### config.mk
export PLATFORM = sky130hd
export DESIGN_NAME = hazard_stall_unit
export DESIGN_NICKNAME = d
export VERILOG_FILES = /design/src/rtl/hazard_stall_unit.sv
export SDC_FILE = /design/constraint.sdc
export NUM_CORES = 1
export LEC_CHECK = 0
export ABC_AREA = 0
export ABC_CLOCK_PERIOD_IN_PS = 2300
export BUFFER_PORTS_ARGS = -buffer_cell sky130_fd_sc_hd__buf_2
export CAP_MARGIN = 5
export CORE_ASPECT_RATIO = 1.4
export CORE_MARGIN = 2
export CORE_UTILIZATION = 41
export DETAILED_ROUTE_END_ITERATION = 12
export GPL_TIMING_DRIVEN = 0
export PLACE_DENSITY_LB_ADDON = 0.2
export SYNTH_ARGS = -nofsm -noshare
export SYNTH_HDL_FRONTEND = slang
export SYNTH_SLANG_ARGS = --single-unit
### constraint.sdc
create_clock -name CLK -period 2.3 [get_ports CLK]
set_input_delay 0.345 -clock CLK [delete_from_list [all_inputs] [get_ports CLK]]
set_output_delay 0.345 -clock CLK [all_outputs]
set_load 0.03 [all_outputs]
### src/rtl/hazard_stall_unit.sv
// Decode-stage hazard controller for the 5-stage MIPS pipeline.
// Detects load-use and branch-operand hazards that forwarding cannot cover,
// steers PC / IF/ID / ID/EX hold and clear, and keeps saturating stall and
// flush counters plus a sticky watchdog for runaway stall sequences.
module hazard_stall_unit #(
    parameter int CNT_W     = 16,
    parameter int MAX_STALL = 4
) (
    input  logic             CLK,
    input  logic             RST,
    input  logic [4:0]       rs_D,
    input  logic [4:0]       rt_D,
    input  logic             uses_rs_D,
    input  logic             uses_rt_D,
    input  logic             Branch_D,
    input  logic             BranchTaken_D,
    input  logic             Jump_D,
    input  logic             MemRead_E,
    input  logic             RegWrite_E,
    input  logic [4:0]       WriteReg_E,
    input  logic             MemRead_M,
    input  logic [4:0]       WriteReg_M,
    output logic             Stall_F,
    output logic             Stall_D,
    output logic             Flush_D,
    output logic             Flush_E,
    output logic [CNT_W-1:0] stall_count,
    output logic [CNT_W-1:0] flush_count,
    output logic             hazard_err
);

    // run_len must be able to hold MAX_STALL itself.
    localparam int              RUN_W   = (MAX_STALL < 1) ? 1 : $clog2(MAX_STALL + 1);
    localparam logic [RUN_W-1:0] RUN_MAX = RUN_W'(MAX_STALL);

    localparam logic [1:0] S_RUN      = 2'd0;
    localparam logic [1:0] S_LU_STALL = 2'd1;
    localparam logic [1:0] S_BR_STALL = 2'd2;

    logic [1:0]       r_state;
    logic [RUN_W-1:0] r_run_len;
    logic [CNT_W-1:0] r_stall_count;
    logic [CNT_W-1:0] r_flush_count;
    logic             r_hazard_err;

    logic             w_match_e;
    logic             w_match_m;
    logic             w_lu;
    logic             w_br_e;
    logic             w_br_m;
    logic             w_stall_raw;
    logic             w_stall;
    logic             w_flush;
    logic [1:0]       w_state_nxt;
    logic [RUN_W-1:0] w_run_len_nxt;

    // Register 0 is hardwired, so a write to it can never be a dependency.
    assign w_match_e = (WriteReg_E != 5'd0) &&
                       ((uses_rs_D && (WriteReg_E == rs_D)) ||
                        (uses_rt_D && (WriteReg_E == rt_D)));
    assign w_match_m = (WriteReg_M != 5'd0) &&
                       ((uses_rs_D && (WriteReg_M == rs_D)) ||
                        (uses_rt_D && (WriteReg_M == rt_D)));

    assign w_lu        = MemRead_E & w_match_e;
    assign w_br_e      = Branch_D & RegWrite_E & w_match_e;
    assign w_br_m      = Branch_D & MemRead_M & w_match_m;
    assign w_stall_raw = w_lu | w_br_e | w_br_m;

    // Stall beats flush: while stalled the branch compare sees stale operands.
    assign w_stall = ~RST & w_stall_raw;
    assign w_flush = ~RST & ~w_stall_raw & (Jump_D | (Branch_D & BranchTaken_D));

    assign Stall_F     = w_stall;
    assign Stall_D     = w_stall;
    assign Flush_E     = w_stall;
    assign Flush_D     = w_flush;
    assign stall_count = r_stall_count;
    assign flush_count = r_flush_count;
    assign hazard_err  = r_hazard_err;

    // Next-state logic; the state only tracks which kind of stall is in progress.
    always_comb begin
        w_state_nxt = S_RUN;
        case (r_state)
            S_RUN: begin
                if (w_lu)                 w_state_nxt = S_LU_STALL;
                else if (w_br_e | w_br_m) w_state_nxt = S_BR_STALL;
                else                      w_state_nxt = S_RUN;
            end
            S_LU_STALL: begin
                if (w_stall) w_state_nxt = w_br_m ? S_BR_STALL : S_LU_STALL;
                else         w_state_nxt = S_RUN;
            end
            S_BR_STALL: begin
                w_state_nxt = w_stall ? S_BR_STALL : S_RUN;
            end
            default: w_state_nxt = S_RUN;
        endcase
    end

    // Consecutive stall length, saturating at MAX_STALL.
    always_comb begin
        w_run_len_nxt = '0;
        if (w_stall) begin
            w_run_len_nxt = (r_run_len >= RUN_MAX) ? RUN_MAX : (r_run_len + RUN_W'(1));
        end
    end

    // State, watchdog and saturating performance counters.
    always_ff @(posedge CLK) begin
        if (RST) begin
            r_state       <= S_RUN;
            r_run_len     <= '0;
            r_stall_count <= '0;
            r_flush_count <= '0;
            r_hazard_err  <= 1'b0;
        end else begin
            r_state   <= w_state_nxt;
            r_run_len <= w_run_len_nxt;
            // The stall that brings the run to MAX_STALL trips the watchdog.
            if (w_stall && (w_run_len_nxt == RUN_MAX)) begin
                r_hazard_err <= 1'b1;
            end
            if (w_stall && (r_stall_count != {CNT_W{1'b1}})) begin
                r_stall_count <= r_stall_count + CNT_W'(1);
            end
            if (w_flush && (r_flush_count != {CNT_W{1'b1}})) begin
                r_flush_count <= r_flush_count + CNT_W'(1);
            end
        end
    end

endmodule

# Word level (Yosys, flattened, before mapping)
# Index checks and enable logic that the tools add are counted.
# word_totals
elab_cells,44
register_bits,36
# classes
n_addsub,3
n_reduce_logical,13
mux,2
n_bitwise,14
eq_ne,7
n_lt_le_gt_ge,1
# ops
operator,count
"adder 16 x 1 -> 16 bit, second input constant",2
"!= test 16 bit, second input constant",2
== test 5 bit,4
nonzero test 5 bit,2
AND 1 bit,9
logical AND 1 bit,9
2-to-1 mux 3 bit,2
"adder 3 x 1 -> 3 bit, second input constant",1
"== test 3 bit, second input constant",1
"greater-or-equal comparator 3 bit, second input constant",1
OR 1 bit,3
logical OR 1 bit,2
NOT 1 bit,2

# Depth between registers and ports, before layout
# logic_depth
depth_word,11
mapped_depth,8
ltp_nobuf,7

# Worst setup path after synthesis
# No wires, ideal clock.
# synth_timing
path_kind,input to output
start,input WriteReg_M[0]
end,output Flush_D
arrival_time_ns,2.284
required_time_ns,1.955
slack_ns,-0.329
stages,6
path_buffers,2
cell_sequence,or3_1 -> o311a_1 -> a22o_1 -> buf_2 -> clkbuf_1 -> nor3_1
# synth_between
elab_chain_len,9
# synth_lines
element,line_no,rtl
"start, declared",22,"input logic [4:0] WriteReg_M,"
"== test 5 bit, on equally long branches","62, 63",
"logical AND 1 bit, on equally long branches","62, 63",
logical OR 1 bit,62,((uses_rs_D && (WriteReg_M == rs_D)) ||
logical AND 1 bit *,61,assign w_match_m = (WriteReg_M != 5'd0) &&
AND 1 bit *,67,assign w_br_m = Branch_D & MemRead_M & w_match_m;
OR 1 bit *,68,assign w_stall_raw = w_lu | w_br_e | w_br_m;
NOT 1 bit *,72,assign w_flush = ~RST & ~w_stall_raw & (Jump_D | (Branch_D & BranchTaken_D));
AND 1 bit * (2 in series),72,
"end, declared",25,"output logic Flush_D,"
# Every way passes the cells marked *; elsewhere a longest branch is shown, timed or not.

# Final worst setup path
# Ends and elaborated chain as after synthesis.

==> summary.md <==
| Metric | Value |
|---|---|
| Synth Warn # | `0` |
| Setup Viol. Count Final | `0` |
| Initial Utilization | `42.3%` |
| Internal power | `955 uW` |
| Max-cap violation count | `0` |
| CTS clk-pin slew, worst paths | `0.07 ns` |
| Design area | `2800 um2` |
| Fmax | `445 MHz` |
| Worst min-delay path class | `reg2reg` |
| Reg2Reg Setup Slack | `0.21 ns` |
| Post-Layout Cell Count | `414` |
| Sequential area share after synthesis | `33.0%` |
| Clock sink count | `36` |
| Clk_lat worst skew | `0.29 ns` |
| Worst-margin pin slew | `0.587 ns` |
| Fillers | `508` |
| Core Area | `5160 um2` |
| Dpl hpwl | `4.44 mm` |
| Peak supply drop | `0.196 mV` |
| Hold Buf Count CTS | `0` |
| First-pass GRT wire length | `9.69 mm` |
| Yosys top cell area share | `33.0%` |
| DR vias | `2,262` |
| Power Density | `464 nW/um2` |
| Kind of critical path | `in2out` |
| Crit-path max FO | `5` |
| Final Skew | `0.00502 ns` |
| Grt total ovfl | `0` |
| CTS tree | `built` |
| Arrival @ worst endpoint | `1.90 ns` |
| DR WL/cell | `14.2 um` |
| Synth-to-layout area growth | `28.3%` |
| Inserted Diodes | `0` |
| Final Max Slew Viols | `0` |
| Die X | `65.6 um` |
| Min-Delay Endpoint | `hazard_err` |
| Net Count, Synth | `305` |
| Leakage | `0.00115 uW` |
| Worst hold margin | `0.462 ns` |
| Drt via density | `5.46` |
| # H-tree levels | `2` |
| Req. time, crit path | `1.96 ns` |
| Sw Pwr | `345 uW` |
| Final min period | `2.25 ns` |
| Post-synth cell types | `40` |
| Min-delay src | `hazard_err` |
| Vias in the first global route | `2,108` |
| Reg-to-reg startpoint | `stall_count[8]` |
| Post-synth EDFFs | `0` |
| Port buffer count | `65` |
| CTS Root Cell | `clkbuf_8` |
| Relative slew slack | `60.9%` |
| Ys flop type | `dfxtp_1` |
| # nets final | `381` |
| GRT Util Overall | `20.9%` |
| Final worst-path cycle share | `97.6%` |
| Pwr Total | `1300 uW` |
| R2R depth | `8` |
| Crit. End Element | `output port` |
| Logic pwr share | `14.3%` |
| Area contributors post-synth | `dfxtp_1 33%, xnor2_1 8.0%, mux2_2 5.7%` |
| RR Endpoint | `stall_count[15]` |
| Synth async-reset ratio | `0%` |
| Sw Ratio | `26.5%` |
| Worst-case clock buffer depth | `2` |
| GP Congestion | `0.833` |
| Clk network pwr share | `36.7%` |
| Chip height | `90.3 um` |
| Post-DP Area | `2600 um2` |
| Final ANT Viol Nets | `0` |
| Mean Syn Cell Area | `8.05 um2` |
| RSZ-0062 raised after global routing | `true` |
| Top-count cell post-synth | `dfxtp_1` |
| I/O pins | `67` |
| Sequential fraction of design power | `49.0%` |
| Hold depth | `2` |
| Place WS | `-0.441 ns` |
| Startpoint types | `input pin` |
| Routed Wire Length | `5.88 mm` |
| Post-synth top cells | `36 x dfxtp_1, 23 x nor2_1, 22 x nand2_1` |
| Setup ws final | `0.0541 ns` |
| Share of cells above drive strength 1 | `30.5%` |
| Die area | `5930 um2` |
| Dominant cell type by area after synthesis | `dfxtp_1` |
| Status | `finished clean` |
| Cts bufs inserted | `5` |
| Pin count of the biggest net entering global routing | `11` |
| Synth Instances | `271` |
| Remaining routing DRC violations | `0` |
| Initial antenna violation count | `0` |
| Row count | `31` |
| DR iter-0 viols | `89` |
| Mapped cell area | `2180 um2` |
| Detailed Routing Iterations Pass 1 | `4` |
| Yosys reg bits | `36` |
| Final hold vios | `0` |
| Placed Cells | `402` |
==> stage by stage <==
stage | utilization (%) | setup TNS, ns
after floorplan | - | 0
after global placement | 50.4 | -2.56
after detailed placement | 50.4 | -2.26
after CTS | 54.1 | 0
after global routing | 54.3 | -0.00930
final | 54.3 | 0
==> power by group through the flow <==
stage | Combinational [uW] | Sequential (uW) | Clock (uW)
floorplan | 92.2 | 660 | 0
global placement | 168 | 651 | 0
detailed placement | 171 | 651 | 0
CTS | 185 | 636 | 482
global route | 202 | 637 | 508
finish | 185 | 637 | 478
==> critical path, cell delays in order <==
cell and delay, ns:
buf_8 0.10, or3_1 0.36, o311a_1 0.33, a22o_4 0.28, clkbuf_16 0.16, nor3_4 0.18
buf_6 0.16
==> placed cells by master, fill, tap and decap left out, types with 2 or more instances in the layout <==
| cell type | n |
|---|---|
| buf_2 | 63 |
| dfxtp_1 | 36 |
| nor2_1 | 23 |
| nand2_1 | 21 |
| xnor2_1 | 20 |
| a21oi_1 | 20 |
| nor2b_1 | 12 |
| nand3_1 | 12 |
| mux2_2 | 11 |
| clkbuf_1 | 10 |
| nand4_1 | 10 |
| nor3_1 | 9 |
| buf_4 | 9 |
| o31ai_1 | 8 |
| and3_1 | 7 |
| o21ai_0 | 7 |
| or3_1 | 6 |
| or4_1 | 6 |
| clkbuf_8 | 6 |
| inv_1 | 5 |
| nor4_1 | 4 |
| a31o_2 | 4 |
| ha_1 | 4 |
| and4_1 | 3 |
| o22ai_1 | 2 |
| a311oi_1 | 2 |
| and2_1 | 2 |
| o31a_1 | 2 |
| o21ba_2 | 2 |
| o41ai_1 | 2 |
| buf_6 | 2 |
==> layout make-up <==
class                      instances  area [um2]  share of cell area [%]
multi-input combinational        214        1410                    50.3
sequential                        36         721                    25.7
timing repair buffer              70         390                    13.9
clock buffer                       8        90.1                    3.22
buffer                            14        85.1                    3.04
tap                               66        82.6                    2.95
inverter                           6        22.5                   0.805
==> cells by family after synthesis <==
group	share of synthesized area, %
and+or+nand+nor	30.1
AOI/OAI and AO/OA	16.7
DFF	33.0
buffers and inverters	4.19
xor gates and xnor gates	8.03
muxes	5.68
adders and majority gates	2.29
==> registers in the layout, indices dropped and copies added, names as in the netlist <==
register / count
flush_count: 16
r_run_len: 3
stall_count: 16
hazard_err: 1
==> repair_timing <==
item / CTS / global route
hold endpoints to repair: 0 / 0
gates resized for setup: 19 / 3
pin swaps: 4 / 4
setup endpoints to repair: 4 / 7
setup buffers: 4 / 1
==> worst max path at each step <==
stage                             start  endpoint  slack [ns]
after CTS                 WriteReg_M[1]   Flush_D       0.002
after global placement    WriteReg_M[0]   Flush_D       -0.47
after floorplan           WriteReg_M[0]   Flush_D        0.01
after global routing      WriteReg_M[0]   Flush_D      -0.009
final                     WriteReg_M[0]   Flush_D        0.05
after detailed placement  WriteReg_M[0]   Flush_D       -0.44
==> layer usage <==
metal  vias up  share of wire [%]  GRT usage, %  wire (um)
met4         0                2.2          9.20        128
met5         -                  0             0          0
met2        60                 51          35.4       3020
li1       1138                  -             -          -
met1      1054                 42          24.9       2440
met3        10                4.7          4.11        279
(Power assumes the default switching activity.)
